$ cat src/rtl/softmax_max_sub_pkg.sv
// softmax_max_sub_pkg: fixed-point format, saturation limits and FSM encoding shared by the softmax stages.
// Revision: 1.0
`default_nettype none

package softmax_max_sub_pkg;

  localparam int DATA_WIDTH     = 32;
  localparam int FRACTION_WIDTH = 16;

  localparam logic [DATA_WIDTH-1:0] MIN_VAL = {1'b1, {(DATA_WIDTH-1){1'b0}}};
  localparam logic [DATA_WIDTH-1:0] MAX_VAL = {1'b0, {(DATA_WIDTH-1){1'b1}}};

  typedef enum logic {
    COLLECT = 1'b0,
    DRAIN   = 1'b1
  } state_e;

endpackage

`default_nettype wire

$ cat src/rtl/softmax_row_buf.sv
// softmax_row_buf: simple dual-port RAM, synchronous write, registered read, no reset on contents.
// Revision: 1.0
`default_nettype none

module softmax_row_buf #(
  parameter int DEPTH      = 64,
  parameter int WIDTH      = 32,
  parameter int ADDR_WIDTH = 6
) (
  input  logic                  clk,
  input  logic                  i_wr_en,
  input  logic [ADDR_WIDTH-1:0] i_wr_addr,
  input  logic [WIDTH-1:0]      i_wr_data,
  input  logic                  i_rd_en,
  input  logic [ADDR_WIDTH-1:0] i_rd_addr,
  output logic [WIDTH-1:0]      o_rd_data
);

  import softmax_max_sub_pkg::*;

  logic [WIDTH-1:0] r_mem [DEPTH];

  always_ff @(posedge clk) begin
    if (i_wr_en) begin
      r_mem[i_wr_addr] <= i_wr_data;
    end
    if (i_rd_en) begin
      o_rd_data <= r_mem[i_rd_addr];
    end
  end

endmodule

`default_nettype wire

$ cat src/rtl/softmax_max_sub.sv
// softmax_max_sub: buffers one score row, tracks its maximum, then streams saturated (x - row_max).
// Revision: 1.0
`default_nettype none

module softmax_max_sub #(
  parameter int DATA_WIDTH = softmax_max_sub_pkg::DATA_WIDTH,
  parameter int ROW_LEN    = 64,
  parameter int ADDR_WIDTH = 6
) (
  input  logic                  clk,
  input  logic                  rst_n,
  input  logic                  i_valid,
  input  logic [DATA_WIDTH-1:0] i_data,
  output logic                  o_ready,
  input  logic                  i_clear,
  output logic                  o_exp_en,
  output logic [DATA_WIDTH-1:0] o_data,
  output logic                  o_last,
  output logic [DATA_WIDTH-1:0] o_row_max
);

  import softmax_max_sub_pkg::*;

  localparam logic [ADDR_WIDTH-1:0] LAST_IDX = ADDR_WIDTH'(ROW_LEN - 1);
  localparam logic [DATA_WIDTH-1:0] SAT_MIN  = {1'b1, {(DATA_WIDTH-1){1'b0}}};

  state_e                  r_state;
  state_e                  w_state_nxt;
  logic [ADDR_WIDTH-1:0]   r_wr_cnt;
  logic [ADDR_WIDTH-1:0]   r_rd_cnt;
  logic [DATA_WIDTH-1:0]   r_max;
  logic [DATA_WIDTH-1:0]   w_ram_q;
  logic [DATA_WIDTH-1:0]   r_rd_data;
  logic                    r_vld1;
  logic                    r_vld2;
  logic                    r_last1;
  logic                    r_last2;
  logic                    w_xfer;
  logic                    w_rd_en;
  logic [DATA_WIDTH:0]     w_diff;
  logic [DATA_WIDTH-1:0]   w_diff_sat;

  assign o_ready = (r_state == COLLECT);
  assign w_xfer  = i_valid & o_ready & ~i_clear;
  assign w_rd_en = (r_state == DRAIN) & ~i_clear;

  always_ff @(posedge clk or negedge rst_n) begin
    if (!rst_n) begin
      r_state <= COLLECT;
    end else begin
      r_state <= w_state_nxt;
    end
  end

  always_comb begin
    w_state_nxt = r_state;
    if (i_clear) begin
      w_state_nxt = COLLECT;
    end else begin
      case (r_state)
        COLLECT: if (w_xfer && r_wr_cnt == LAST_IDX) w_state_nxt = DRAIN;
        DRAIN:   if (r_rd_cnt == LAST_IDX) w_state_nxt = COLLECT;
        default: w_state_nxt = COLLECT;
      endcase
    end
  end

  // First element of a row seeds the max so all-negative rows are handled.
  always_ff @(posedge clk or negedge rst_n) begin
    if (!rst_n) begin
      r_wr_cnt <= '0;
      r_rd_cnt <= '0;
      r_max    <= '0;
    end else if (i_clear) begin
      r_wr_cnt <= '0;
      r_rd_cnt <= '0;
    end else begin
      if (w_xfer) begin
        r_wr_cnt <= (r_wr_cnt == LAST_IDX) ? '0 : r_wr_cnt + 1'b1;
        if (r_wr_cnt == '0 || $signed(i_data) > $signed(r_max)) begin
          r_max <= i_data;
        end
      end
      if (w_rd_en) begin
        r_rd_cnt <= (r_rd_cnt == LAST_IDX) ? '0 : r_rd_cnt + 1'b1;
      end
    end
  end

  softmax_row_buf #(
    .DEPTH      (ROW_LEN),
    .WIDTH      (DATA_WIDTH),
    .ADDR_WIDTH (ADDR_WIDTH)
  ) u_row_buf (
    .clk       (clk),
    .i_wr_en   (w_xfer),
    .i_wr_addr (r_wr_cnt),
    .i_wr_data (i_data),
    .i_rd_en   (w_rd_en),
    .i_rd_addr (r_rd_cnt),
    .o_rd_data (w_ram_q)
  );

  // Extended by one bit; only negative overflow is reachable since row_max >= x.
  assign w_diff     = {r_rd_data[DATA_WIDTH-1], r_rd_data} - {o_row_max[DATA_WIDTH-1], o_row_max};
  assign w_diff_sat = (w_diff[DATA_WIDTH] != w_diff[DATA_WIDTH-1]) ? SAT_MIN : w_diff[DATA_WIDTH-1:0];

  always_ff @(posedge clk or negedge rst_n) begin
    if (!rst_n) begin
      r_vld1    <= 1'b0;
      r_vld2    <= 1'b0;
      r_last1   <= 1'b0;
      r_last2   <= 1'b0;
      r_rd_data <= '0;
      o_exp_en  <= 1'b0;
      o_last    <= 1'b0;
      o_data    <= '0;
      o_row_max <= '0;
    end else if (i_clear) begin
      r_vld1   <= 1'b0;
      r_vld2   <= 1'b0;
      r_last1  <= 1'b0;
      r_last2  <= 1'b0;
      o_exp_en <= 1'b0;
      o_last   <= 1'b0;
    end else begin
      r_vld1    <= w_rd_en;
      r_last1   <= w_rd_en & (r_rd_cnt == LAST_IDX);
      r_vld2    <= r_vld1;
      r_last2   <= r_last1;
      r_rd_data <= w_ram_q;
      o_exp_en  <= r_vld2;
      o_last    <= r_last2;
      if (r_vld2) begin
        o_data <= w_diff_sat;
      end
      if (r_state == DRAIN && r_rd_cnt == '0) begin
        o_row_max <= r_max;
      end
    end
  end

endmodule

`default_nettype wire

$ cat config.mk
export PLATFORM = sky130hd
export DESIGN_NAME = softmax_max_sub
export DESIGN_NICKNAME = d
export VERILOG_FILES = /design/src/rtl/softmax_max_sub_pkg.sv /design/src/rtl/softmax_row_buf.sv /design/src/rtl/softmax_max_sub.sv
export SDC_FILE = /design/constraint.sdc
export NUM_CORES = 2
export LEC_CHECK = 0
export CORE_MARGIN = 1
export CORE_UTILIZATION = 55
export DETAILED_ROUTE_END_ITERATION = 6
export PLACE_DENSITY = 0.73
export SLEW_MARGIN = 20
export SYNTH_ARGS = -nofsm -noshare
export SYNTH_HDL_FRONTEND = slang
export SYNTH_HIERARCHICAL = 1
export SYNTH_SLANG_ARGS = --single-unit
$ cat constraint.sdc
create_clock -name clk -period 3.8 [get_ports clk]
set_input_delay 0.38 -clock clk [delete_from_list [all_inputs] [get_ports clk]]
set_output_delay 0.38 -clock clk [all_outputs]
set_load 0.01 [all_outputs]
==> results.txt <==
----------------------------------------------------
[Hold path]
  Hold worst-path end ... u_row_buf/r_mem[2][22]$_DFFE_PP_
  Hold Path Class ... input pin to flop
  Min-delay src ... i_data[22]
  Number of cells traversed by the worst hold path ... 1

[Timing]
  Rel. slew slack ... 37.6%
  Number of endpoints failing setup at the final stage ... 0
  Worst Setup Slack, final ... 141 ps
  Final count of hold timing violations ... 0
  Final-report max-slew violation count ... 0
  Final Skew ... 40.0 ps
  Period minus WS final ... 3660 ps
  Measured slew at the worst slew-check pin ... 937 ps
  Minimum hold slack ... 136 ps
  Aggregate negative setup slack ... 0 ps
  Peak clock frequency supported by timing ... 273 MHz
  Period utilization ... 96.3%

[Placed design]
  Worst setup slack after placement ... 59.4 ps
  Placed wire-length estimate after detailed placement ... 129 mm
  Placement-stage cell area ... 93000 µm²
  Final weighted congestion in routability-driven placement ... 0.906
  Number of cells after detailed placement ... 6361
  Number of I/O port buffers ... 102

[Logic synthesis]
  EDFF count, synth ... 2080
  Netlist cell types ... 74
  Sequential-to-total area share from yosys stat ... 76.1%
  Mean area per synthesized cell ... 21.1 µm²
  Share of flip-flops with an asynchronous set or reset after synthesis ... 6.60%
  Top cell type's share of synthesized area ... 71.9%
  Number of warnings printed during yosys synthesis ... 6
  Most frequently used flop master after synthesis ... sky130_fd_sc_hd__edfxtp_1
  Synthesized Nets ... 4226
  Most area-consuming cells after synthesis ... sky130_fd_sc_hd__edfxtp_1 72%, sky130_fd_sc_hd__mux4_2 14%, sky130_fd_sc_hd__dfrtp_1 4.2%
  Largest area contributor in the netlist ... sky130_fd_sc_hd__edfxtp_1
  Top post-synthesis cells by count ... 2080 x sky130_fd_sc_hd__edfxtp_1, 544 x sky130_fd_sc_hd__mux4_2, 161 x sky130_fd_sc_hd__nor2_1, 147 x sky130_fd_sc_hd__dfrtp_1, 116 x sky130_fd_sc_hd__nand2_1
  Cell area after synthesis ... 86900 µm²
  Mapped Cells ... 4120
  Most frequent cell after synthesis ... sky130_fd_sc_hd__edfxtp_1
  Total of flip-flops plus latches after synthesis ... 2227

[Layout]
  Number of nets in the layout ... 4632
  Area growth syn-to-layout ... 14.9%
  Final core utilization ... 63.8%
  Layout cell share with drive strength beyond 1 ... 27.4%
  Fin cells ... 6760
  Final instance area ... 99800 µm²

[Clock tree]
  Buffers from clock root to sink, at most ... 3
  Clock-pin transition on the worst setup and hold timing paths ... 60 ps
  Root cell of the clock tree ... sky130_fd_sc_hd__clkbuf_16
  Clock latency reported for the late side of the worst-skew pair ... 850 ps
  Number of levels in the clock H-tree ... 4
  Total clock buffers created by CTS ... 212
  TritonCTS clock tree ... built
  Sinks on Clock Net ... 2227

[Power]
  Worst IR drop on VDD ... 0.000482 V
  Internal power ... 38.7 mW
  Design Power ... 48.9 mW
  Leak ... 31.4 nW
  Part of the total power dissipated in combinational logic ... 2.7%
  Clk network pwr share ... 42.0%
  Share of power burned in registers ... 55.3%
  Net switching power ... 10.1 mW
  Total power per unit cell area ... 489 nW/µm²
  Fraction of power spent switching nets ... 20.7%

[Setup path]
  Launch instance of the worst register-to-register path ... r_rd_data[0]$_DFFE_PN0N_
  Classification of the worst setup path ... flop to flop
  Largest driver fanout on the critical path ... 13
  Data arrival time of the critical path ... 4410 ps
  CP endpoint kind ... flop
  Critical path startpoint category ... flop
  Cell type of the slowest stage on the worst timing path ... sky130_fd_sc_hd__dfrtp_1
  Ordered list of cells on the worst path ... inv_1 > ha_1 > inv_1 > fa_2 > a21oi_2 > o211ai_1 > nand4_1 > a21bo_2 > a31oi_2 > a311oi_2 > nand2b_4 > a21oi_1 > ha_1 > or2_2 > buf_4 > buf_4 > o31ai_1
  Critical R2R Capture ... o_data[21]$_DFFE_PN0P_
  Worst path required time ... 4550 ps
  Count of cells along the worst register-to-register path ... 17
  FF-to-FF setup slack ... 140 ps
  Critical path's largest stage delay ... 380 ps

[Routing]
  Average vias per placed instance ... 6.60
  Via total after detailed routing ... 44593
  Detailed Route Iter0 Violations ... 6162
  Remaining DRCs ... 0
  Number of routed nets with antenna violations ... 0
  Wire length per cell ... 33.2 µm
  Total wire length after detailed routing ... 225 mm
  First-pass DRT Iterations ... 6

[Floorplanning]
  Starting Density ... 55.5%
  Total I/O pin count ... 103
  Area of the core region ... 157000 µm²
  Rows ... 145
  Die outline area ... 160000 µm²
  Die height ... 400 µm
  Die width ... 400 µm

[Outcome]
  Result of the run ... complete, no violations

[Global route]
  Wire length of the first global-routing pass ... 318 mm
  Antenna violations before repair ... 25
  Via count of the first global-routing pass ... 44323
  Gr ovfl total ... 0
  Global-route usage over all layers ... 28.6%
  Largest net degree at the start of global routing ... 97

[Job]
  Max-cap violations ... 0

----------------------------------------------------
cells in the final DEF (no fill, tap or decap), types with 6 or more instances in the layout:
master	synthesis	routed
sky130_fd_sc_hd__nor2_4	0	62
sky130_fd_sc_hd__clkinv_2	1	40
sky130_fd_sc_hd__o21ai_1	18	18
sky130_fd_sc_hd__clkdlybuf4s50_1	0	68
sky130_fd_sc_hd__inv_16	0	7
sky130_fd_sc_hd__nand3_1	17	17
sky130_fd_sc_hd__o221ai_1	27	27
sky130_fd_sc_hd__mux2i_1	94	94
sky130_fd_sc_hd__mux2_1	33	33
sky130_fd_sc_hd__nand4_1	16	16
sky130_fd_sc_hd__nand3b_1	6	6
sky130_fd_sc_hd__bufinv_16	0	15
sky130_fd_sc_hd__o21ai_0	55	55
sky130_fd_sc_hd__nor3_1	10	8
sky130_fd_sc_hd__a21o_1	23	23
sky130_fd_sc_hd__a21oi_1	102	100
sky130_fd_sc_hd__clkinv_1	0	48
sky130_fd_sc_hd__ha_1	69	69
sky130_fd_sc_hd__o22ai_1	85	85
sky130_fd_sc_hd__xnor2_1	10	10
sky130_fd_sc_hd__nor2b_1	25	25
sky130_fd_sc_hd__mux4_2	544	544
sky130_fd_sc_hd__dlygate4sd3_1	0	7
sky130_fd_sc_hd__nand2b_1	17	16
sky130_fd_sc_hd__xor2_1	17	17
sky130_fd_sc_hd__a22oi_1	12	12
sky130_fd_sc_hd__inv_1	79	79
sky130_fd_sc_hd__buf_12	0	78
sky130_fd_sc_hd__dfrtp_1	147	143
sky130_fd_sc_hd__clkbuf_16	0	212
sky130_fd_sc_hd__a311oi_1	12	11
sky130_fd_sc_hd__buf_4	26	209
sky130_fd_sc_hd__nor2_1	161	99
sky130_fd_sc_hd__buf_2	60	33
sky130_fd_sc_hd__edfxtp_1	2080	2080
sky130_fd_sc_hd__clkbuf_1	90	46
sky130_fd_sc_hd__and3_1	11	11
sky130_fd_sc_hd__o31ai_1	8	8
sky130_fd_sc_hd__mux2_2	33	33
sky130_fd_sc_hd__nand2_1	116	115
power groups by stage:
stage	Clock (mW)	Combinational, mW	Sequential, mW
final	20.5	1.32	27.0
after floorplan	0	0.493	27.5
after global placement	0	1.24	27.5
after global routing	21.7	1.42	27.0
after CTS	20.8	1.31	27.0
after detailed placement	0	1.29	27.5
timing repair:
action | 4_1_cts | 5_1_grt
buffers inserted | 0 | 2
setup endpoints to repair | 0 | 16
hold endpoints to repair | 113 | 0
gates resized for setup | 0 | 6
hold buffers | 7 | 0
cell type report:
type	instances	area [µm²]
flip-flops and latches	2227	66200
multi-input cells	1609	20000
well taps	2058	2570
fillers	10179	56700
inverters	80	302
repair buffers	396	4060
diodes	5	12.5
clock inverters	122	1180
clock buffers	263	5550
per-layer routing:
metal / global-route usage, % / share of wire (%) / vias to the layer above / wire length, µm
li1: - / - / 17924 / -
met1: 39.2 / 37 / 23530 / 83500
met2: 45.1 / 48 / 2698 / 108000
met3: 5.87 / 10 / 433 / 23200
met4: 11.8 / 4.4 / 8 / 9900
met5: 0 / 0.025 / - / 57
flip-flops by register name (all words and copies together), names as in the netlist:
name / count
u_row_buf/o_rd_data: 32
r_vld2: 1
o_exp_en: 1
r_wr_cnt: 6
o_row_max: 32
r_state: 1
r_last2: 1
r_rd_cnt: 6
r_rd_data: 32
r_last1: 1
o_last: 1
r_max: 32
u_row_buf/r_mem: 2048
r_vld1: 1
o_data: 32
logic make-up (layout without fill, tap and decap cells):
| group | after synthesis | count (layout) | synth area share [%] |
|---|---|---|---|
| DFF | 2227 | 2227 | 76.1 |
| AOI/OAI and AO/OA | 395 | 395 | 2.91 |
| muxes | 704 | 704 | 16.0 |
| other | 0 | 5 | 0 |
| buffers and inverters | 284 | 861 | 1.48 |
| and+or+nand+nor | 413 | 413 | 2.19 |
| xor gates and xnor gates | 27 | 27 | 0.272 |
| adders and majority gates | 70 | 70 | 1.02 |
worst max path at each step:
stage,cells past startpoint,startpoint,end
3_3_place_gp,18,r_rd_data[0]$_DFFE_PN0N_,o_data[28]$_DFFE_PN0P_
2_1_floorplan,17,o_row_max[0]$_DFFE_PN0P_,o_data[28]$_DFFE_PN0P_
4_1_cts,17,r_rd_data[0]$_DFFE_PN0N_,o_data[21]$_DFFE_PN0P_
6_report,17,r_rd_data[0]$_DFFE_PN0N_,o_data[21]$_DFFE_PN0P_
3_5_place_dp,17,r_rd_data[0]$_DFFE_PN0N_,o_data[21]$_DFFE_PN0P_
5_1_grt,17,r_rd_data[0]$_DFFE_PN0N_,o_data[21]$_DFFE_PN0P_
worst max-delay path: cells and delay by family (launching register included):
kind / cells / cell delay, ps
adder cells (fa/ha/maj): 3 / 810
AO/OA/AOI/OAI: 7 / 1240
buffers and inverters: 4 / 460
AND/OR/NAND/NOR: 3 / 680
flip-flops: 1 / 380
No activity file was read; power rests on OpenSTA's default activity.
